File: config.mk
export PLATFORM = sky130hd
export DESIGN_NAME = if_fetch_ctrl
export DESIGN_NICKNAME = d
export VERILOG_FILES = /design/src/rtl/if_pkg.sv /design/src/rtl/if_fetch_ctrl.sv
export SDC_FILE = /design/constraint.sdc
export NUM_CORES = 1
export LEC_CHECK = 0
export BUFFER_PORTS_ARGS = -buffer_cell sky130_fd_sc_hd__buf_2
export CAP_MARGIN = 5
export CORE_UTILIZATION = 50
export DETAILED_ROUTE_END_ITERATION = 16
export PLACE_DENSITY = 0.79
export SYNTH_ARGS = -nofsm -noshare
export SYNTH_HDL_FRONTEND = slang
export SYNTH_SLANG_ARGS = --single-unit
File: constraint.sdc
create_clock -name CLK -period 2.3 [get_ports CLK]
set_input_delay 0.115 -clock CLK [delete_from_list [all_inputs] [get_ports CLK]]
set_output_delay 0.115 -clock CLK [all_outputs]
set_load 0.005 [all_outputs]
File: src/rtl/if_pkg.sv
// if_pkg: shared types and constants for the instruction-fetch controller.
package if_pkg;
  typedef enum logic [1:0] {IDLE, FETCH, HOLD} state_t;
  localparam logic [31:0] NOP = 32'h0;
  localparam logic [31:0] RESET_PC_DEFAULT = 32'h0000_0000;
endpackage

File: src/rtl/if_fetch_ctrl.sv
// if_fetch_ctrl: owns the PC, fetches over valid/ready and feeds the IF/ID register.
module if_fetch_ctrl
  import if_pkg::*;
#(
  parameter logic [31:0] RESET_PC = RESET_PC_DEFAULT,
  parameter logic [31:0] PC_STEP  = 32'd4
) (
  input  logic        CLK,
  input  logic        RST,
  input  logic        freeze,
  input  logic        Branch_Taken,
  input  logic [31:0] Branch_Address,
  output logic        mem_req,
  output logic [31:0] mem_addr,
  input  logic        mem_ready,
  input  logic [31:0] mem_rdata,
  output logic        valid,
  output logic [31:0] PC_Out,
  output logic [31:0] Instruction_Out,
  output logic [31:0] fetch_count
);
  state_t      state;
  logic [31:0] pc;
  logic [31:0] pc_next;
  logic        xfer;
  logic        handoff;
  assign mem_req  = !Branch_Taken && (state == FETCH || (state == HOLD && !freeze));
  assign mem_addr = pc;
  assign pc_next  = pc + PC_STEP;
  assign xfer     = mem_req && mem_ready;
  assign handoff  = valid && !freeze && !Branch_Taken;
  // A transfer can only happen in FETCH or unfrozen HOLD, so it also covers back-to-back captures.
  always_ff @(posedge CLK or negedge RST) begin
    if (!RST) begin
      state           <= IDLE;
      pc              <= RESET_PC;
      valid           <= 1'b0;
      PC_Out          <= 32'h0;
      Instruction_Out <= NOP;
      fetch_count     <= 32'h0;
    end else begin
      if (handoff) fetch_count <= fetch_count + 32'd1;
      if (Branch_Taken) begin
        pc              <= Branch_Address;
        valid           <= 1'b0;
        PC_Out          <= 32'h0;
        Instruction_Out <= NOP;
        state           <= FETCH;
      end else if (xfer) begin
        PC_Out          <= pc_next;
        Instruction_Out <= mem_rdata;
        valid           <= 1'b1;
        pc              <= pc_next;
        state           <= HOLD;
      end else if (state == IDLE) begin
        state <= FETCH;
      end else if (state == HOLD && !freeze) begin
        valid           <= 1'b0;
        Instruction_Out <= NOP;
        state           <= FETCH;
      end
    end
  end
endmodule

# Word level (Yosys, flattened, before mapping)
# Index checks and enable logic that the tools add are counted.
[word_totals] register_bits=131 latchBits=0 ramBits=0 rom_bits=0 input_bits=69 word_cells=39 memories=0
[op_classes] add_sub_neg=2 multipliers=0 div_mod_pow=0 order_cmp=0 n_eq_ne=3 n_shift=0 mux=15 bitwise_logic=0 n_reduce_logical=13
[ops] op="two-way mux 32 bit" n=7
[ops] op="adder 32 x 1 -> 32 bit (second input constant)" n=1
[ops] op="adder 32 x 3 -> 32 bit (second input constant)" n=1
[ops] op="two-way mux 2 bit" n=4
[ops] op="logical AND 1 bit" n=5
[ops] op="two-way mux 1 bit" n=4
[ops] op="nonzero test 4 bit" n=1
[ops] op="inequality test 3 bit (second input constant)" n=1
[ops] op="nonzero test 3 bit" n=1
[ops] op="== test 2 x 1 -> 1 bit (second input constant)" n=1
[ops] op="== test 2 bit (second input constant)" n=1
[ops] op="zero test 1 bit" n=2
[ops] op="zero test 2 bit" n=1
[ops] op="AND reduction 2 bit" n=1
[ops] op="nonzero test 2 bit" n=1
[ops] op="logical OR 1 bit" n=1

# Depth between registers and ports, before layout
# Gate-level depths: netlist of run 1.
[logic_depth] ltp_word=7 depth_mapped=7

# Least setup slack after synthesis of run 1
# OpenSTA, ideal clock, no wires.
[synth_timing] path_type="reg-to-reg" from="register pc[2] (netlist: mem_addr[2])" to="register PC_Out[16]" arrival_ns=1.774 t_required_ns=2.206 path_slack_ns=0.432 path_stages_with_launch=8 path_buffers=1 path_cell_list="dfrtp_1 ha_1 nand3_2 nor4_4 buf_6 nand2_1 xor2_1 a211oi_1"
[synth_via] elab_chain_cells=3
[synth_lines] item="from (decl)" line="if_fetch_ctrl.sv:23" rtl="logic [31:0] pc;"
[synth_lines] item="from (signal assigned)" line="if_fetch_ctrl.sv:44" rtl="pc <= Branch_Address;"
[synth_lines] item="from (signal assigned)" line="if_fetch_ctrl.sv:53" rtl="pc <= pc_next;"
[synth_lines] item="adder 32 x 3 -> 32 bit" line="if_fetch_ctrl.sv:29" rtl="assign pc_next = pc + PC_STEP;"
[synth_lines] item="two-way mux 32 bit" line="if_fetch_ctrl.sv:49" rtl="end else if (xfer) begin"
[synth_lines] item="two-way mux 32 bit" line="if_fetch_ctrl.sv:43" rtl="if (Branch_Taken) begin"
[synth_lines] item="to (signal assigned)" line="if_fetch_ctrl.sv:50" rtl="PC_Out <= pc_next;"
[synth_lines] item="to (decl)" line="if_fetch_ctrl.sv:18" rtl="output logic [31:0] PC_Out,"
# No other way between the ends. The select of a mux whose other input is x is not followed.
# A chain may end at the register's enable or synchronous reset.

# Final worst setup path of run 1
[layout_timing] from="register pc[16] (netlist: mem_addr[16])" to="register PC_Out[25]"
# Same word-level chain as after synthesis.

==> results of run 1 <==
-- power breakdown --
group          switching [uW]  internal [uW]
clock network            1030           1420
registers                 224           2500
logic                     514            482
total                    1770           4400
-- worst max-delay path by stage --
stage / from / endpoint / slack (ps) / depth (start not counted)
2_1_floorplan: mem_addr[2] / PC_Out[16] / 430 / 7
3_3_place_gp: mem_addr[3] / mem_addr[22] / 210 / 7
3_5_place_dp: mem_addr[3] / PC_Out[30] / 90 / 6
4_1_cts: mem_addr[3] / mem_addr[22] / 50 / 7
5_1_grt: mem_addr[16] / PC_Out[25] / 90 / 6
6_report: mem_addr[16] / PC_Out[25] / 220 / 6
-- layout by cell type (no fill, tap or decap), types with 4 or more instances in the layout --
cell,count
inv_6,4
o21ai_1,5
buf_4,15
xnor2_1,31
xor2_1,52
and3_1,5
a22o_1,32
o21ai_0,28
buf_2,197
a211oi_1,22
dlygate4sd3_1,65
nand3_1,34
nand2_1,72
clkinvlp_4,6
nor2_1,48
inv_1,5
nand4_1,20
a21oi_1,6
clkbuf_16,17
and4_1,5
nor3_1,5
dfrtp_1,131
-- final cells by class --
type                       instances  area (um^2)
fill                             876         3510
sequential                       131         3280
multi-input combinational        410         2670
timing repair buffer             280         1800
clock buffer                      19          443
tap                              147          184
clock inverter                    13          103
inverter                           5         18.8
-- worst max-delay path, cell delays in order, from the launching register on --
cell      delay, ps
dfrtp_1         540
nand3_1         260
nor2_1          370
buf_4           260
nand3_1         120
xor2_1          170
a211oi_1        260
-- stage by stage --
| step | setup WS, ps | total power (uW) | cells |
|---|---|---|---|
| finish | 221 | 6170 | 1005 |
| global route | 90.0 | 6440 | 1005 |
| CTS | 48.0 | 6190 | 1002 |
| detailed placement | 91.1 | 3650 | 905 |
| global placement | 206 | 3610 | 905 |
| floorplan | 432 | 3190 | 577 |
-- flip-flops by register name (all words and copies together) (netlist names) --
signal / cells
mem_addr: 32
valid: 1
fetch_count: 32
state: 2
PC_Out: 32
Instruction_Out: 32
-- per-layer routing --
layer	up-vias	wire [um]
met1	2700	7320
met5	-	0
li1	2569	-
met4	0	354
met2	251	8510
met3	32	1130
-- kinds of logic (layout without fill, tap and decap cells) --
group           after synthesis  after routing  synth area share (%)
fa+ha+maj                     2              2                 0.406
compound gates              104            104                  11.9
simple gates                218            218                  18.5
buf+inv                      36            317                  3.67
flops                       131            131                  53.2
xor+xnor                     83             83                  11.8
mux                           3              3                 0.548
-- what timing repair did --
| action | CTS | global route |
|---|---|---|
| hold buffers | 65 | 0 |
| buffers inserted | 0 | 3 |
| hold endpoints to repair | 107 | 0 |
| setup endpoints to repair | 0 | 10 |
==> metrics.md, run 1 <==
| Metric | Value |
|---|---|
| WL per Instance | 17.2 um |
| CORE AREA | 12,000 um^2 |
| Worst Path Required | 2600 ps |
| Relative slew slack | 56.6% |
| Met1 Use GR | 36.3% |
| Met2 Usage GRT | 45.5% |
| Max rail drop VDD | 0.465 mV |
| RR Startpoint | mem_addr[16] |
| Hold path cells | 3 |
| Global-route wire length before repair | 27,800 um |
| Arr. time, crit path | 2380 ps |
| Ys async rst share | 100% |
| Vias/cell | 5.52 |
| CP Capture Type | flop |
| Total track usage | 28.0% |
| Yosys reg bits | 131 |
| Critical Path Fanout Max | 10 |
| Sum of negative setup slack | 0 ps |
| Cells taking the most area after synthesis | dfrtp_1, xor2_1, a22o_1 |
| Type of the worst min-delay path | input port to flop |
| Worst hold margin | 72.3 ps |
| Die Y | 113 um |
| Most frequent cells after synthesis | dfrtp_1, nand2_1, xor2_1 |
| Endpoints failing setup | 0 |
| Iter 0 DRT Violations | 389 |
| Final instance area | 8500 um^2 |
| Ant. Diodes | 0 |
| Total CTS buffers | 17 |
| Antenna violations before repair | 0 |
| Area share of the largest cell type after synthesis | 53.2% |
| NumNets Final | 916 |
| Number of synthesized flops with an enable pin | 0 |
| Largest area contributor in the netlist | dfrtp_1 |
| Seq/Total Area, Yosys | 53.2% |
| Placed instance area | 7280 um^2 |
| Crit start category | flop |
| Pin count of the biggest net entering global routing | 68 |
| Vias in the first global route | 5,415 |
| Finished Core Util | 70.8% |
| Routing usage on met3 | 6.27% |
| Fin. Hold Viols | 0 |
| Synth Flop Type | dfrtp_1 |
| Min cycle time layout | 2080 ps |
| CTS clk-pin slew, worst paths | 60 ps |
| Final GP Congestion | 0.932 |
| Reg2reg end | PC_Out[25] |
| WL final | 17,300 um |
| Avg Synthesized Cell Area | 10.7 um^2 |
| H-tree levels | 4 |
| Area growth syn-to-layout | 37.8% |
| Final ANT Viol Nets | 0 |
| Ys Warns | 0 |
| Pwr dens | 726 nW/um^2 |
| Clock root cell | clkbuf_16 |
| Vias | 5,552 |
| Port Buffers | 198 |
| Mapped Cells | 577 |
| Remaining routing DRC violations | 0 |
| Register-to-Register Setup Slack | 220 ps |
| Most common cell in the netlist | dfrtp_1 |
| # resized after CTS | 0 |
| Post-Syn Area | 6170 um^2 |
| Hold wc startpoint | freeze |
| Syn nets | 648 |
| Total gr overflow | 0 |
| Ratio of cells with drive above 1 in the final layout | 31.6% |
| DRT Pass-1 Iters | 5 |
| Max-Cap Viols | 0 |
| Hold worst-path end | fetch_count[0] |
| Final slew viol count | 0 |
| Die Area | 12,800 um^2 |
| LEAKAGE | 0.00411 uW |
| Post-synth cell types | 50 |
| Starting Density | 51.3% |
| Skew final | 12.5 ps |
| Clock insertion delay at the later pin of the skew report | 410 ps |
| Final period util | 90.4% |
| Least-Margin Pin Slew | 648 ps |
| R2R cell count | 6 |
| Crit Path Category | flop to flop |
| Setup repair after global routing missed its margin | false |
| Largest buffer count on any clock path | 2 |
| Die W | 113 um |
| I/O Pins | 199 |
| Hpwl dp | 11,000 um |
| Gr busiest metal | met2 |
| TritonCTS clock tree | done |
| Core Rows | 40 |
| Max Clock Freq | 481 MHz |
| Status | finished clean |
| Clock Sinks | 131 |
Power figures use the tool's default switching activity.
==> run 2: changes to the inputs <==
ABC_AREA = 1   (was unset)
CTS_BUF_LIST = sky130_fd_sc_hd__clkbuf_4   (was unset)
PLACE_DENSITY = 0.78   (was 0.79)
==> run 2 against run 1 <==
Compared with the run above:
- routed wire length up 12%
- non-clock buffer count decreased by 7
- sequential share of layout area decreased by 1.6 points
- total power fell by 9.9%
- core utilization shrank 1.6 points
- clock power down 24%
- critical path depth increased by 2
- worst setup slack better by 220 ps
- critical path type unchanged
- combinational power shrank 2.2%
- sequential cell count stayed put
- fmax increased by 12%
- area after synthesis grew 8.3%
==> metrics.md, run 2 <==
| Metric | Value |
|---|---|
| Status | finished clean |
| Largest area contributor in the netlist | dfrtp_1 |
| TritonCTS clock tree | done |
| Post-synth cell types | 29 (-42%) |
| Arr. time, crit path | 2300 ps (-80 ps) |
| Fin. Hold Viols | 0 (unchanged) |
| Hold buffers post-CTS | 66 (+1.5%) |
| Pin count of the biggest net entering global routing | 97 (+43%) |
| Clock root cell | clkbuf_4 |
| Largest buffer count on any clock path | 2 (unchanged) |
| Mapped Cells | 923 (+60%) |
| Critical Path Fanout Max | 7 (-3) |
| Most frequent cells in the layout | nand2_1, buf_2, dfrtp_1 |
| Starting Density | 52.1% (+0.71 points) |
| Die Y | 118 um (+4.0%) |
| Fillers | 1,098 (+25%) |
| Post-CTS setup buffer count | 0 (unchanged) |
| Worst Path Required | 2750 ps (+150 ps) |
| Port Buffers | 198 (unchanged) |
| Clock Sinks | 131 (unchanged) |
| CORE AREA | 12,800 um^2 (+6.8%) |
| Vias in the first global route | 6,577 (+21%) |
| Total gr overflow | 0 (unchanged) |
| Post-Syn Area | 6680 um^2 (+8.3%) |
| Max-Cap Viols | 0 (unchanged) |
| Vias/cell | 5.07 (-8.1%) |
| Area share of the largest cell type after synthesis | 49.1% (-4.1 points) |
| Type of the worst min-delay path | input port to asynchronous set/reset pin |
| NumNets Final | 1,260 (+38%) |
| Max incr delay on CP | 470 ps (-70 ps) |
| Core Rows | 41 (+2.5%) |
| Vias | 6,977 (+26%) |
| Relative slew slack | 66.1% (+9.4 points) |
| Endpoints failing setup | 0 (unchanged) |
| CP Capture Type | flop |
| Total CTS buffers | 17 (unchanged) |
| Pwr dens | 627 nW/um^2 (-14%) |
| Synth Flop Type | dfrtp_1 |
| Min cycle time layout | 1860 ps (-221 ps) |
| Crit Path Category | flop to flop |
| Critical path's slowest cell | dfrtp_1 |
| Final period util | 80.8% (-9.6 points) |
| Die Area | 13,800 um^2 (+8.1%) |
| Ratio of cells with drive above 1 in the final layout | 20.6% (-11 points) |
| Syn nets | 994 (+53%) |
| Most frequent cells after synthesis | nand2_1, dfrtp_1, nand3_1 |
| DRT Pass-1 Iters | 5 (unchanged) |
| H-tree levels | 4 (unchanged) |
| Hpwl dp | 13,200 um (+20%) |
| Iter 0 DRT Violations | 603 (+55%) |
| WL per Instance | 14.0 um (-18%) |
| Ys async rst share | 100% (unchanged) |
| Number of synthesized flops with an enable pin | 0 (unchanged) |
| Final GP Congestion | 0.930 (-0.20%) |
| Max rail drop VDD | 0.534 mV (+15%) |
| Remaining routing DRC violations | 0 (unchanged) |
| Skew final | 31.4 ps (+18.9 ps) |
| Seq/Total Area, Yosys | 49.1% (-4.1 points) |
| Clock insertion delay at the later pin of the skew report | 570 ps (+160 ps) |
| Final slew viol count | 0 (unchanged) |
| Ys Warns | 0 (unchanged) |
| Worst hold margin | 50.8 ps (-21.5 ps) |
| LEAKAGE | 0.00492 uW (+20%) |
| Antenna violations before repair | 1 (+1) |
| Setup repair after global routing missed its margin | false |
| Least-Margin Pin Slew | 508 ps (-140 ps) |
| Cells taking the most area after synthesis | dfrtp_1, nand2_1, nand3_1 |
| Sum of negative setup slack | 0 ps (unchanged) |
| I/O Pins | 199 (unchanged) |
| Die W | 118 um (+4.0%) |
| Yosys reg bits | 131 (unchanged) |
| CTS clk-pin slew, worst paths | 140 ps (+80 ps) |
| Max Clock Freq | 538 MHz (+12%) |
| Crit path cell chain | ha_1 -> nand2_1 -> nor2_1 -> nand2_1 -> nor2_1 -> nand3_1 -> nand3_1 -> nand2_1 |
| R2R cell count | 8 (+2) |
| Area growth syn-to-layout | 32.8% |
| Global-route wire length before repair | 32,200 um (+16%) |
| Final ANT Viol Nets | 0 (unchanged) |
| Avg Synthesized Cell Area | 7.23 um^2 (-32%) |
| Commonest non-fill, non-tap cell in the layout | nand2_1 |
| WL final | 19,300 um (+12%) |
| Top cell by count, worst path | nand2_1 |
| Total track usage | 29.3% (+1.4 points) |
| # resized after CTS | 0 (unchanged) |
| Most common cell in the netlist | nand2_1 |
| Crit start category | flop |
-- run 2: cell types whose count changed after synthesis, moves of 16 or more --
cell and change:
a211oi_1 -22, a22o_1 -32, inv_1 +75, nand2_1 +334, nand3_1 +71, nand4_1 -16, nor2_1 +49, o21ai_0 -18
xnor2_1 -18, xor2_1 -42
-- run 2: logic make-up after synthesis --
group	share of synthesized area [%]
AOI/OAI and AO/OA	3.13
buffers and inverters	6.58
and+or+nand+nor	37.8
adders and majority gates	0.375
xor gates and xnor gates	3.02
DFF	49.1
-- run 2: stage by stage --
step	total power, uW	area [um^2]	std cells	utilization, %	setup WS [ps]
after detailed placement	3650	7860	1276	61.3	474
after floorplan	3170	6680	923	-	751
after CTS	5580	8860	1374	69.1	460
after global routing	5840	8870	1375	69.1	170
final	5560	8870	1375	69.1	442
after global placement	3620	7860	1276	61.3	562
-- run 2: routing by layer --
metal	routed length (um)	GRT usage, %	share of wire [%]
met1	8440	39.2	44
met2	9040	46.5	47
met3	1290	6.78	6.7
met4	537	11.2	2.8
met5	0	0	0
-- run 2: where the power goes --
part	internal (uW)	switching (uW)	total, uW
sequential	2500	232	2740
clock	961	893	1850
combinational	438	535	973
total	3900	1660	5560
-- run 2: path summary, 6_finish.rpt --
check	from	slack, ps	endpoint
max	mem_addr[2]	440	mem_addr[28]
min	RST	50	fetch_count[10]
max reg2reg	mem_addr[2]	440	mem_addr[28]
min reg2reg	PC_Out[16]	480	PC_Out[16]
max in group asynchronous	RST	1560	Instruction_Out[6]
min in group CLK	mem_ready	50	state[1]
-- run 2: cell type report --
class / instances / area, um^2 / area share, %
Inverter: 82 / 308 / 3.47
Clock inverter: 15 / 214 / 2.41
Sequential cell: 131 / 3280 / 37.0
Timing Repair Buffer: 273 / 1760 / 19.9
Clock buffer: 17 / 128 / 1.44
Antenna cell: 1 / 2.50 / 0.0282
Multi-Input combinational cell: 684 / 2960 / 33.4
Tap cell: 172 / 215 / 2.43
-- run 2: worst max-delay path, delay by kind of cell, from the launching register on --
kind          cells  cell delay (ps)
flops             1              470
simple gates      7             1060
fa+ha+maj         1              200
==> run 3: changes to the inputs <==
CORE_UTILIZATION = 49   (was 50)
PLACE_DENSITY = 0.79   (was 0.78)
clock period = 1.65 ns   (was 2.3 ns; I/O delays follow)
==> run 3 against run 2 <==
Compared with the run above:
- critical path depth rose by 1
- core utilization shrank 0.27 points
- sequential power is 39% higher
- non-clock buffer count up 30
- sequential share of layout area down 0.94 points
- largest cell class unchanged
- total power grew 31%
==> metrics.md, run 3 (synthesis results as in run 2) <==
| Metric | Value |
|---|---|
| Max Clock Freq | 648 MHz (+20%) |
| DRT Pass-1 Iters | 5 (unchanged) |
| Clock Sinks | 131 (unchanged) |
| Setup repair after global routing missed its margin | true |
| Hpwl dp | 13,400 um (+2.0%) |
| Final period util | 93.5% (+13 points) |
| Area growth syn-to-layout | 36.6% |
| Clock root cell | clkbuf_4 |
| Placed instance area | 8020 um^2 (+2.0%) |
| Final instance area | 9120 um^2 (+2.9%) |
| Remaining routing DRC violations | 0 (unchanged) |
| Fin. Hold Viols | 0 (unchanged) |
| Sum of negative setup slack | 0 ps (unchanged) |
| Pwr dens | 798 nW/um^2 (+27%) |
| Die Area | 14,100 um^2 (+2.0%) |
| Pin count of the biggest net entering global routing | 67 (-31%) |
| H-tree levels | 4 (unchanged) |
| Vias | 7,070 (+1.3%) |
| RR Startpoint | mem_addr[15] |
| Endpoints failing setup | 0 (unchanged) |
| R2R cell count | 9 (+1) |
| TritonCTS clock tree | done |
| Arr. time, crit path | 1980 ps (-320 ps) |
| Fillers | 1,135 (+3.4%) |
| Antenna violations before repair | 1 (unchanged) |
| Iter 0 DRT Violations | 589 (-2.3%) |
| Least-Margin Pin Slew | 364 ps (-144 ps) |
| Reg2reg end | PC_Out[29] |
| Worst Path Required | 2090 ps (-660 ps) |
| Die W | 119 um (+1.0%) |
| Critical Path Fanout Max | 6 (-1) |
| Crit path cell chain | nand2_1 -> nor2_1 -> nand2_1 -> nor2_1 -> nand2_1 -> nand2_1 -> nand2_1 -> nand2_1 -> nand2_1 |
| WL final | 19,800 um (+2.8%) |
| Vias/cell | 5.03 (-0.83%) |
| Max rail drop VDD | 0.460 mV (-14%) |
| Ratio of cells with drive above 1 in the final layout | 23.5% (+2.8 points) |
| Total CTS buffers | 17 (unchanged) |
| Clock insertion delay at the later pin of the skew report | 550 ps (-20 ps) |
| Register-to-Register Setup Slack | 110 ps (-340 ps) |
| Net Sw Frac | 30.7% (+0.83 points) |
| Status | finished clean |
| Global-route wire length before repair | 32,500 um (+0.88%) |
| Final GP Congestion | 0.880 (-5.4%) |
| Max-Cap Viols | 0 (unchanged) |
| CORE AREA | 13,200 um^2 (+3.3%) |
| Starting Density | 50.4% (-1.6 points) |
| Int Pwr | 5050 uW (+29%) |
| Hold wc startpoint | mem_rdata[0] |
| Die Y | 119 um (+1.0%) |
| WL per Instance | 14.1 um (+0.56%) |
| Max incr delay on CP | 470 ps (about the same) |
| Final ANT Viol Nets | 0 (unchanged) |
| Crit Path Category | flop to flop |
| Clock Power Share | 27.5% (-5.8 points) |
| Total track usage | 29.3% (-0.068 points) |
| Largest buffer count on any clock path | 2 (unchanged) |
| NumNets Final | 1,290 (+2.4%) |
| CP Capture Type | flop |
| Min cycle time layout | 1540 ps (-315 ps) |
| Vias in the first global route | 6,765 (+2.9%) |
| Total gr overflow | 0 (unchanged) |
| Top cell by count, worst path | nand2_1 |
| LEAKAGE | 0.00502 uW (+1.9%) |
| Most frequent cells in the layout | nand2_1, buf_2, dfrtp_1 |
| Final slew viol count | 0 (unchanged) |
| Skew final | 16.5 ps (-14.9 ps) |
| Critical path's slowest cell | dfrtp_1 |
| Combinational Power Share | 20.3% (+2.8 points) |
| Port Buffers | 198 (unchanged) |
| I/O Pins | 199 (unchanged) |
| Core Rows | 42 (+2.4%) |
| Flop pwr share | 52.2% (+3.0 points) |
| Crit start category | flop |
| Hold path cells | 4 |
| Type of the worst min-delay path | input port to flop |
| Switching pwr | 2230 uW (+34%) |
| Commonest non-fill, non-tap cell in the layout | nand2_1 |
| Hold worst-path end | Instruction_Out[0] |
| Relative slew slack | 75.5% (+9.4 points) |
| CTS clk-pin slew, worst paths | 110 ps (-30 ps) |
[run 3: final cells by class]
| cell class | count | area, um^2 | area share (%) |
|---|---|---|---|
| flip-flops and latches | 131 | 3290 | 36.0 |
| inverters | 82 | 309 | 3.39 |
| clock inverters | 9 | 92.6 | 1.02 |
| repair buffers | 303 | 2030 | 22.3 |
| diodes | 1 | 2.50 | 0.0274 |
| clock buffers | 19 | 143 | 1.56 |
| multi-input cells | 684 | 3030 | 33.3 |
| well taps | 176 | 220 | 2.41 |
[run 3: what timing repair did]
item | 4_1_cts | 5_1_grt
gates resized for setup | 0 | 29
setup buffers | 0 | 2
hold buffers | 75 | 0
endpoints found under the setup margin | 0 | 61
endpoints found under the hold margin | 202 | 0
[run 3: power groups by stage]
| stage | clock network [uW] | logic, uW | registers (uW) |
|---|---|---|---|
| 6_report | 2000 | 1480 | 3800 |
| 5_1_grt | 2180 | 1650 | 3840 |
| 4_1_cts | 2060 | 1440 | 3780 |
| 3_5_place_dp | 0 | 1300 | 3840 |
| 3_3_place_gp | 0 | 1270 | 3830 |
| 2_1_floorplan | 0 | 591 | 3830 |
[run 3: through the flow]
step	hold WS [ps]	std cells	util (%)	setup slack [ps]	total power (uW)
after floorplan	-213	923	-	101	4420
after global placement	29.0	1299	60.6	50.9	5100
after detailed placement	33.5	1299	60.6	49.5	5130
after CTS	212	1402	68.1	21.6	7280
after global routing	242	1405	68.9	-21.1	7670
final	279	1405	68.9	107	7280
[run 3: critical path: cells and delay by family, from the launching register on]
family | cells | cell delay, ps
and+or+nand+nor | 9 | 970
DFF | 1 | 470
[run 3: worst max-delay path by stage]
stage	startpoint	end	slack, ps	depth (start not counted)
finish	mem_addr[15]	PC_Out[29]	110	9
global route	fetch_count[3]	fetch_count[21]	-20	7
CTS	state[1]	mem_req	20	4
detailed placement	fetch_count[1]	fetch_count[22]	50	6
global placement	fetch_count[1]	fetch_count[22]	50	6
floorplan	mem_addr[2]	PC_Out[22]	100	8
[run 3: per-layer routing]
layer,global-route usage [%],part of all wire [%],vias up
met5,0,0,-
met4,13.9,3.5,0
met3,6.66,6.3,54
met2,47.0,48,269
met1,37.4,43,3286
li1,-,-,3461
